### config.mk
export PLATFORM = sky130hd
export DESIGN_NAME = fetch_unit24_flat
export DESIGN_NICKNAME = d
export VERILOG_FILES = /design/src/rtl/fetch_unit24_if.sv /design/src/rtl/fetch_unit24.sv /design/src/flat_wrapper.sv
export SDC_FILE = /design/constraint.sdc
export NUM_CORES = 1
export LEC_CHECK = 0
export CELL_PAD_IN_SITES_DETAIL_PLACEMENT = 1
export CELL_PAD_IN_SITES_GLOBAL_PLACEMENT = 2
export CORE_MARGIN = 2
export CORE_UTILIZATION = 29
export CTS_BUF_LIST = sky130_fd_sc_hd__clkbuf_16
export DETAILED_ROUTE_END_ITERATION = 7
export GPL_ROUTABILITY_DRIVEN = 0
export HOLD_SLACK_MARGIN = 0.1
export PLACE_DENSITY = 0.88
export SLEW_MARGIN = 10
export SYNTH_ARGS = -nofsm -noshare
export SYNTH_HDL_FRONTEND = slang
export SYNTH_SLANG_ARGS = --single-unit
### constraint.sdc
create_clock -name clk -period 3.8 [get_ports clk]
set_input_delay 0.76 -clock clk [delete_from_list [all_inputs] [get_ports clk]]
set_output_delay 0.76 -clock clk [all_outputs]
set_load 0.01 [all_outputs]
### src/rtl/fetch_unit24_if.sv
// fetch_unit24_if
//   Fetch-to-decode handshake bundle.
//   instr_valid  fetch -> decode  instr_out/pc_out carry a valid instruction
//   instr_ready  decode -> fetch  decode accepts when instr_valid && instr_ready
//   instr_out    fetch -> decode  fetched instruction word
//   pc_out       fetch -> decode  address instr_out was fetched from
//   Modports: master = fetch side, slave = decode side.
interface fetch_unit24_if #(
  parameter int ADDR_W  = 10,
  parameter int INSTR_W = 24
);
  logic               instr_valid;
  logic               instr_ready;
  logic [INSTR_W-1:0] instr_out;
  logic [ADDR_W-1:0]  pc_out;

  modport master (
    output instr_valid,
    output instr_out,
    output pc_out,
    input  instr_ready
  );

  modport slave (
    input  instr_valid,
    input  instr_out,
    input  pc_out,
    output instr_ready
  );
endinterface

### src/rtl/fetch_unit24.sv
// fetch_unit24
//   Instruction fetch stage in front of a ROM with a 1-cycle registered read.
//   Holds the PC, issues one ROM read per cycle when there is room, and absorbs
//   the ROM latency with an output register plus a skid register so decode sees
//   one instruction per cycle and backpressure never loses a landing word.
//   Branch redirect squashes everything held or in flight and restarts at redirect_pc.
// Ports
//   clk          clock, all state updates on posedge
//   rst          synchronous active-high reset
//   fetch_en     1 = new ROM reads may issue; in-flight data always completes
//   rom_addr     ROM address, equal to the pc register
//   rom_instr    ROM data, valid the cycle after rom_addr was issued
//   redirect     taken branch/jump: squash and restart at redirect_pc
//   redirect_pc  redirect target
//   dec          decode handshake (instr_valid/instr_ready/instr_out/pc_out)
module fetch_unit24 #(
  parameter int                ADDR_W   = 10,
  parameter int                INSTR_W  = 24,
  parameter logic [ADDR_W-1:0] RESET_PC = {ADDR_W{1'b0}}
) (
  input  logic                clk,
  input  logic                rst,
  input  logic                fetch_en,
  output logic [ADDR_W-1:0]   rom_addr,
  input  logic [INSTR_W-1:0]  rom_instr,
  input  logic                redirect,
  input  logic [ADDR_W-1:0]   redirect_pc,
  fetch_unit24_if.master      dec
);

  logic [ADDR_W-1:0]  pc, pc_nxt;
  logic               inflight, inflight_nxt;
  logic [ADDR_W-1:0]  inflight_pc, inflight_pc_nxt;
  logic               out_valid, out_valid_nxt;
  logic [INSTR_W-1:0] out_instr, out_instr_nxt;
  logic [ADDR_W-1:0]  out_pc, out_pc_nxt;
  logic               skid_valid, skid_valid_nxt;
  logic [INSTR_W-1:0] skid_instr, skid_instr_nxt;
  logic [ADDR_W-1:0]  skid_pc, skid_pc_nxt;

  logic               deq;
  logic [1:0]         occ;
  logic [1:0]         occ_after;
  logic               issue;

  assign rom_addr        = pc;
  assign dec.instr_valid = out_valid;
  assign dec.instr_out   = out_instr;
  assign dec.pc_out      = out_pc;

  // Issue decision: a read may go out only if, after this cycle's dequeue,
  // there is still a free slot for the word that will land next cycle.
  always_comb begin
    deq       = out_valid & dec.instr_ready;
    occ       = {1'b0, out_valid} + {1'b0, skid_valid} + {1'b0, inflight};
    occ_after = occ - {1'b0, deq};
    issue     = fetch_en & ~redirect & (occ_after < 2'd2);
  end

  // Next-state for pc, in-flight tracking and the out/skid buffer pair.
  always_comb begin
    out_valid_nxt   = out_valid & ~deq;
    out_instr_nxt   = out_instr;
    out_pc_nxt      = out_pc;
    skid_valid_nxt  = skid_valid;
    skid_instr_nxt  = skid_instr;
    skid_pc_nxt     = skid_pc;
    inflight_nxt    = issue;
    inflight_pc_nxt = inflight_pc;
    pc_nxt          = pc;

    if (redirect) begin
      // Squash: the read in flight (if any) is dropped by clearing inflight.
      out_valid_nxt  = 1'b0;
      skid_valid_nxt = 1'b0;
      pc_nxt         = redirect_pc;
    end else begin
      if (issue) begin
        inflight_pc_nxt = pc;
        pc_nxt          = pc + {{(ADDR_W-1){1'b0}}, 1'b1};
      end else begin
        pc_nxt          = pc;
      end

      // Older word in skid moves forward before any landing word.
      if (!out_valid_nxt && skid_valid) begin
        out_valid_nxt  = 1'b1;
        out_instr_nxt  = skid_instr;
        out_pc_nxt     = skid_pc;
        skid_valid_nxt = 1'b0;
      end else begin
        skid_valid_nxt = skid_valid;
      end

      // Landing word fills out if free, otherwise parks in skid.
      if (inflight) begin
        if (!out_valid_nxt) begin
          out_valid_nxt  = 1'b1;
          out_instr_nxt  = rom_instr;
          out_pc_nxt     = inflight_pc;
        end else begin
          skid_valid_nxt = 1'b1;
          skid_instr_nxt = rom_instr;
          skid_pc_nxt    = inflight_pc;
        end
      end else begin
        inflight_pc_nxt = inflight_pc_nxt;
      end
    end
  end

  // State registers with synchronous reset.
  always_ff @(posedge clk) begin
    if (rst) begin
      pc          <= RESET_PC;
      inflight    <= 1'b0;
      inflight_pc <= RESET_PC;
      out_valid   <= 1'b0;
      out_instr   <= {INSTR_W{1'b0}};
      out_pc      <= {ADDR_W{1'b0}};
      skid_valid  <= 1'b0;
      skid_instr  <= {INSTR_W{1'b0}};
      skid_pc     <= {ADDR_W{1'b0}};
    end else begin
      pc          <= pc_nxt;
      inflight    <= inflight_nxt;
      inflight_pc <= inflight_pc_nxt;
      out_valid   <= out_valid_nxt;
      out_instr   <= out_instr_nxt;
      out_pc      <= out_pc_nxt;
      skid_valid  <= skid_valid_nxt;
      skid_instr  <= skid_instr_nxt;
      skid_pc     <= skid_pc_nxt;
    end
  end

endmodule

### src/flat_wrapper.sv
// flat-port wrapper written by rule: the top's interface ports become plain ports
module fetch_unit24_flat 
#(
  parameter int                ADDR_W   = 10,
  parameter int                INSTR_W  = 24,
  parameter logic [ADDR_W-1:0] RESET_PC = {ADDR_W{1'b0}}
)
  (clk, rst, fetch_en, rom_addr, rom_instr, redirect, redirect_pc, dec_instr_valid, dec_instr_out, dec_pc_out, dec_instr_ready);
  fetch_unit24_if #(.ADDR_W(ADDR_W), .INSTR_W(INSTR_W)) dec_i ();
  input  logic clk;
  input  logic rst;
  input  logic fetch_en;
  output logic [ADDR_W-1:0] rom_addr;
  input  logic [INSTR_W-1:0] rom_instr;
  input  logic redirect;
  input  logic [ADDR_W-1:0] redirect_pc;
  output wire logic [$bits(dec_i.instr_valid)-1:0] dec_instr_valid;
  output wire logic [$bits(dec_i.instr_out)-1:0] dec_instr_out;
  output wire logic [$bits(dec_i.pc_out)-1:0] dec_pc_out;
  input wire logic [$bits(dec_i.instr_ready)-1:0] dec_instr_ready;
  assign dec_instr_valid = dec_i.instr_valid;
  assign dec_instr_out = dec_i.instr_out;
  assign dec_pc_out = dec_i.pc_out;
  assign dec_i.instr_ready = dec_instr_ready;
  fetch_unit24 #(.ADDR_W(ADDR_W), .INSTR_W(INSTR_W), .RESET_PC(RESET_PC)) u_core (.clk(clk), .rst(rst), .fetch_en(fetch_en), .rom_addr(rom_addr), .rom_instr(rom_instr), .redirect(redirect), .redirect_pc(redirect_pc), .dec(dec_i));
endmodule
---- Word-level counts from Yosys, hierarchy flattened ----
Index checks and enable logic that the tools add are counted.
storage, ports and cells
  register bits after elaboration ......... 91
  input port bits ......................... 39
  output and inout bits ................... 45
  word-level logic and storage cells ...... 40
cells by class
  $add $sub $neg .......................... 4
  $lt $le $gt $ge ......................... 1
  muxes and demuxes ....................... 14
  bitwise operators ....................... 6
  reduce and logical (&&, ||, !) cells .... 6
operators with widths
  kind                     count
  $mux W24                 3
  $mux W10                 5
  $add A10 B1 Y10 const B  1
  $mux W1                  6
  $and A1 B1 Y1            4
  $reduce_and A3 Y1        1
  $add A1 B1 Y2            1
  $add A2 B1 Y2            1
  $lt A2 B2 Y1 const B     1
  $not A1 Y1               2
  $reduce_and A2 Y1        1
  $reduce_bool A2 Y1       1
  $reduce_or A2 Y1         1
  $sub A2 B1 Y2            1
  $logic_and A1 B1 Y1      1
  $logic_not A1 Y1         1

---- Longest topological paths before layout ----
  depth in word-level cells ............... 9
  depth in mapped cells ................... 10
  gate-level depth less buffers ........... 8

---- Least setup slack after synthesis ----
No wires, ideal clock.
  path kind ............................... input-to-reg
  start ................................... in dec_instr_ready
  end ..................................... reg u_core.pc[5], in the netlist u_core.rom_addr[5]
  library setup time ...................... 0.127 ns
  arrival ................................. 2.671 ns
  data required time ...................... 3.673 ns
  path slack .............................. 1.002 ns
  cell stages on the path ................. 8
  buffers on the path ..................... 0
  cell sequence ........................... and2_1 > ha_1 > inv_1 > ha_1 > a21oi_4 > mux2i_1 > a2111oi_0 > or3_1
on the way
  cells in the longest elaborated chain, start to end .. 5
ends and longest elaborated chain
  what                                 RTL line             RTL
  start: declaration                   flat_wrapper.sv:20   input wire logic [$bits(dec_i.instr_ready)-1:0] dec_instr_ready;
  $and A1 B1 Y1                        fetch_unit24.sv:54   deq = out_valid & dec.instr_ready;
  $sub A2 B1 Y2                        fetch_unit24.sv:56   occ_after = occ - {1'b0, deq};
  $lt A2 B2 Y1                         fetch_unit24.sv:57   issue = fetch_en & ~redirect & (occ_after < 2'd2);
  $and A1 B1 Y1                        fetch_unit24.sv:57
  $reduce_bool A2 Y1 (no source line)  --
  end signal: assignment               fetch_unit24.sv:125  pc <= pc_nxt;
  end: declaration                     fetch_unit24.sv:31   logic [ADDR_W-1:0] pc, pc_nxt;
Every way passes these cells.
A chain may end at the register's enable or synchronous reset.

---- Worst setup path in the final report ----
  start ................................... in dec_instr_ready
  end ..................................... reg u_core.pc[0], in the netlist u_core.rom_addr[0]
The elaborated chain is that of the path after synthesis.

==> flow_summary.rst <==
.. list-table::
   :header-rows: 1

   * - Metric
     - Value
   * - Post-CTS setup buffers
     - 0
   * - Initial DRC count
     - 189
   * - Clk Latency, worst-skew pair
     - 0.34 ns
   * - Effective utilization at floorplan
     - 29.8%
   * - Placement Setup Slack
     - 0.452 ns
   * - HPWL Detailed
     - 7620 um
   * - Clock Tree Root
     - sky130_fd_sc_hd__clkbuf_16
   * - Total chip power
     - 2.13 mW
   * - Fill cell instance count of the final layout
     - 1587
   * - Data required time at the worst endpoint
     - 4.03 ns
   * - Clock edge transition at the registers on the reported setup and hold paths
     - 0.06 ns
   * - Setup repair after global routing missed its margin
     - no
   * - Area share of xor/xnor cells in the synthesized design
     - 0.635%
   * - Setup CP Type
     - primary input to flip-flop
   * - Tightest slew margin relative to the limit
     - 24.4%
   * - TritonCTS clock tree
     - done
   * - Setup Skew
     - 0.00616 ns
   * - Fraction of the mapped netlist area in compound gates
     - 22.5%
   * - Ratio of cells with drive above 1 in the final layout
     - 5.24%
   * - Leading post-synthesis cells by cell area
     - sky130_fd_sc_hd__dfxtp_1, sky130_fd_sc_hd__a211oi_1, sky130_fd_sc_hd__nand2_1
   * - Path category of the worst min-delay check
     - flip-flop to flip-flop
   * - Crit path capture type
     - flip-flop
   * - Number of buffers inserted during clock tree synthesis
     - 9
   * - Max-capacitance violation count
     - 0
   * - Via count
     - 3729
   * - Final critical delay including setup and external delays
     - 3.01 ns
   * - CTS H-Tree Depth
     - 3
   * - FF+latch count, synth
     - 91
   * - Hold-fix buffers at CTS
     - 0
   * - Number of synthesis warnings
     - 0
   * - Leakage component of the power
     - 1.73 nW
   * - Floorplan row count
     - 42
   * - Cell accounting for the most synthesized area
     - sky130_fd_sc_hd__dfxtp_1
   * - Worst-case clock buffer depth
     - 2
   * - Number of clock sinks
     - 91
   * - Transition time at the pin with the least slew margin
     - 1.13 ns
   * - Pre-Repair DR Iteration Count
     - 4
   * - Kind of launch point of the worst setup path
     - primary input
   * - Final count of pins violating max slew
     - 0
   * - Accumulated negative setup slack
     - 0 ns
   * - Critical path data arrival time
     - 3.23 ns
   * - Remaining design rule violation count
     - 0
   * - Area fraction of the dominant cell type after synthesis
     - 46.2%
   * - Post-Route WL
     - 11500 um
   * - Average wire per standard cell
     - 15.8 um
   * - EDFF count, synth
     - 0
   * - Mapped Avg Cell Area
     - 8.11 um2
   * - Floorplan Core Area
     - 0.0132 mm2
   * - Final setup violation count
     - 0
   * - I/O Buffers
     - 83
   * - Number of primary I/O pins
     - 84
   * - Die width
     - 121 um
   * - Portion of netlist area occupied by mux cells
     - 1.27%
   * - Combinational family with the most area after synthesis
     - simple AND/OR/NAND/NOR gates
   * - Adder and majority gate portion of the synthesized area
     - 0.952%
   * - Cell Count, Final, Fillers Out
     - 729
   * - Simple-gate portion of the synthesized area
     - 23.2%
   * - Area added between synthesis and finish
     - 32.3%
   * - Total count of hold-check failures in the final report
     - 0
   * - Top_reg_cell synth
     - sky130_fd_sc_hd__dfxtp_1
   * - Top achievable clock speed
     - 0.332 GHz
   * - Final global-route overflow total
     - 0
   * - Total routing resource utilization after global routing
     - 16.2%
   * - Detail-routed via count per cell
     - 5.12
   * - Distinct cell type count after synthesis
     - 38
   * - Number of antenna violations at the first check in global routing
     - 0
   * - Final worst-path cycle share
     - 79.2%
   * - Instance count of the mapped netlist
     - 486
   * - PD cells
     - 407 mW/mm2
   * - Syn Std Cell Area
     - 0.00394 mm2
   * - Total die area
     - 0.0145 mm2
   * - Global-route wire length before repair
     - 19000 um
   * - VDD IR max
     - 0.199 mV
   * - Ant diodes
     - 0
   * - Setup ws final
     - 0.791 ns
   * - Final nets
     - 591
   * - Number of placed cells counting well taps
     - 714
   * - Largest net degree at the start of global routing
     - 58
   * - Worst-path maximum fanout
     - 17
   * - Area after detailed placement
     - 0.00492 mm2
   * - Net count after synthesis
     - 528
   * - Outcome
     - finished clean
   * - Sequential share of the synthesized area
     - 46.2%
   * - PostCTS Resize Cnt
     - 0
   * - Final ANT Viol Nets
     - 0
   * - Via count of the first global-routing pass
     - 3790
   * - Async set-or-reset flop fraction in the synthesized netlist
     - 0%
   * - Area of all placed cells without fillers
     - 0.00522 mm2
   * - Vertical die dimension
     - 121 um
-- where the power goes --
part / total (mW) / switching [mW] / internal [mW] / leakage [nW]
Sequential: 1.00 / 0.0244 / 0.979 / 0.738
Combinational: 0.203 / 0.0994 / 0.103 / 0.830
Clock: 0.919 / 0.356 / 0.563 / 0.157
-- stage by stage --
step           hold slack, ns  util (%)
6_report                0.452      39.4
5_1_grt                 0.472      39.4
4_1_cts                 0.454      39.4
3_5_place_dp            0.446      37.1
3_3_place_gp            0.438      37.1
2_1_floorplan           0.433         -
-- logic make-up after synthesis --
logic type | Yosys count
compound gates | 141
xor+xnor | 2
fa+ha+maj | 3
buf+inv | 51
flops | 91
mux | 5
simple gates | 193
-- cell usage after synthesis, drive strengths merged (2+ instances only) --
library cell / number
clkbuf: 37
nor4: 2
nand2: 74
nand4: 10
o21ai: 35
and4: 2
inv: 7
o31ai: 10
clkinv: 2
ha: 3
a2111oi: 5
a311oi: 3
buf: 5
dfxtp: 91
nand3: 6
nand2b: 3
a21oi: 47
mux2i: 5
nor2b: 3
nand4b: 2
a211oi: 38
and2: 2
and3: 5
nand3b: 2
nor3: 5
or3: 33
nor2: 43
-- per-layer routing --
layer  global-route usage [%]  wire length (um)
met1                     21.0              5370
met2                     27.7              5690
met3                     3.16               337
met4                     4.14               128
met5                        0                 0
-- worst max-delay path, stage by stage --
cell and delay (ns):
sky130_fd_sc_hd__clkdlybuf4s50_1 0.43, sky130_fd_sc_hd__and2_1 0.17, sky130_fd_sc_hd__ha_1 0.27, sky130_fd_sc_hd__inv_1 0.04, sky130_fd_sc_hd__ha_1 0.30, sky130_fd_sc_hd__a21oi_4 0.08
sky130_fd_sc_hd__xnor2_2 0.62, sky130_fd_sc_hd__nor3_1 0.16, sky130_fd_sc_hd__a2111oi_0 0.40
-- layout make-up --
class	instances	area [um2]	share of cell area [%]
multi-input combinational	344	1930	37.1
sequential	91	1820	34.9
timing repair buffer	94	908	17.4
clock buffer	9	225	4.32
tap	176	220	4.22
clock inverter	6	75.1	1.44
inverter	9	33.8	0.647
-- flip-flops by register name, indices dropped and copies added, names as in the netlist, 10 cells and up --
signal / count
u_core.dec.instr_out: 24
u_core.skid_pc: 10
u_core.rom_addr: 10
u_core.dec.pc_out: 10
u_core.skid_instr: 24
u_core.inflight_pc: 10
-- layout by cell type (no fill, tap or decap), types with 6 or more instances in the layout --
master	n
sky130_fd_sc_hd__buf_4	11
sky130_fd_sc_hd__clkbuf_16	9
sky130_fd_sc_hd__inv_1	10
sky130_fd_sc_hd__a21oi_1	46
sky130_fd_sc_hd__o21ai_0	34
sky130_fd_sc_hd__nand4_1	10
sky130_fd_sc_hd__or3_1	33
sky130_fd_sc_hd__nand3_1	6
sky130_fd_sc_hd__nand2_1	74
sky130_fd_sc_hd__o31ai_1	10
sky130_fd_sc_hd__clkdlybuf4s50_1	82
sky130_fd_sc_hd__a211oi_1	37
sky130_fd_sc_hd__nor2_1	42
sky130_fd_sc_hd__dfxtp_1	91
-- final timing paths --
kind | end | depth (start not counted) | slack [ns] | startpoint
worst max-delay path | u_core.rom_addr[0]$_SDFFE_PP0P_ | 9 | 0.79 | dec_instr_ready
worst min-delay path | u_core.skid_instr[20]$_SDFFE_PP0P_ | 2 | 0.45 | u_core.skid_instr[20]$_SDFFE_PP0P_
worst max register to register | u_core.rom_addr[0]$_SDFFE_PP0P_ | 8 | 1.31 | u_core.dec.instr_valid$_SDFF_PP0_
worst min register to register | u_core.skid_instr[20]$_SDFFE_PP0P_ | 2 | 0.45 | u_core.skid_instr[20]$_SDFFE_PP0P_
Note: power is estimated with default switching activity, not from simulation.
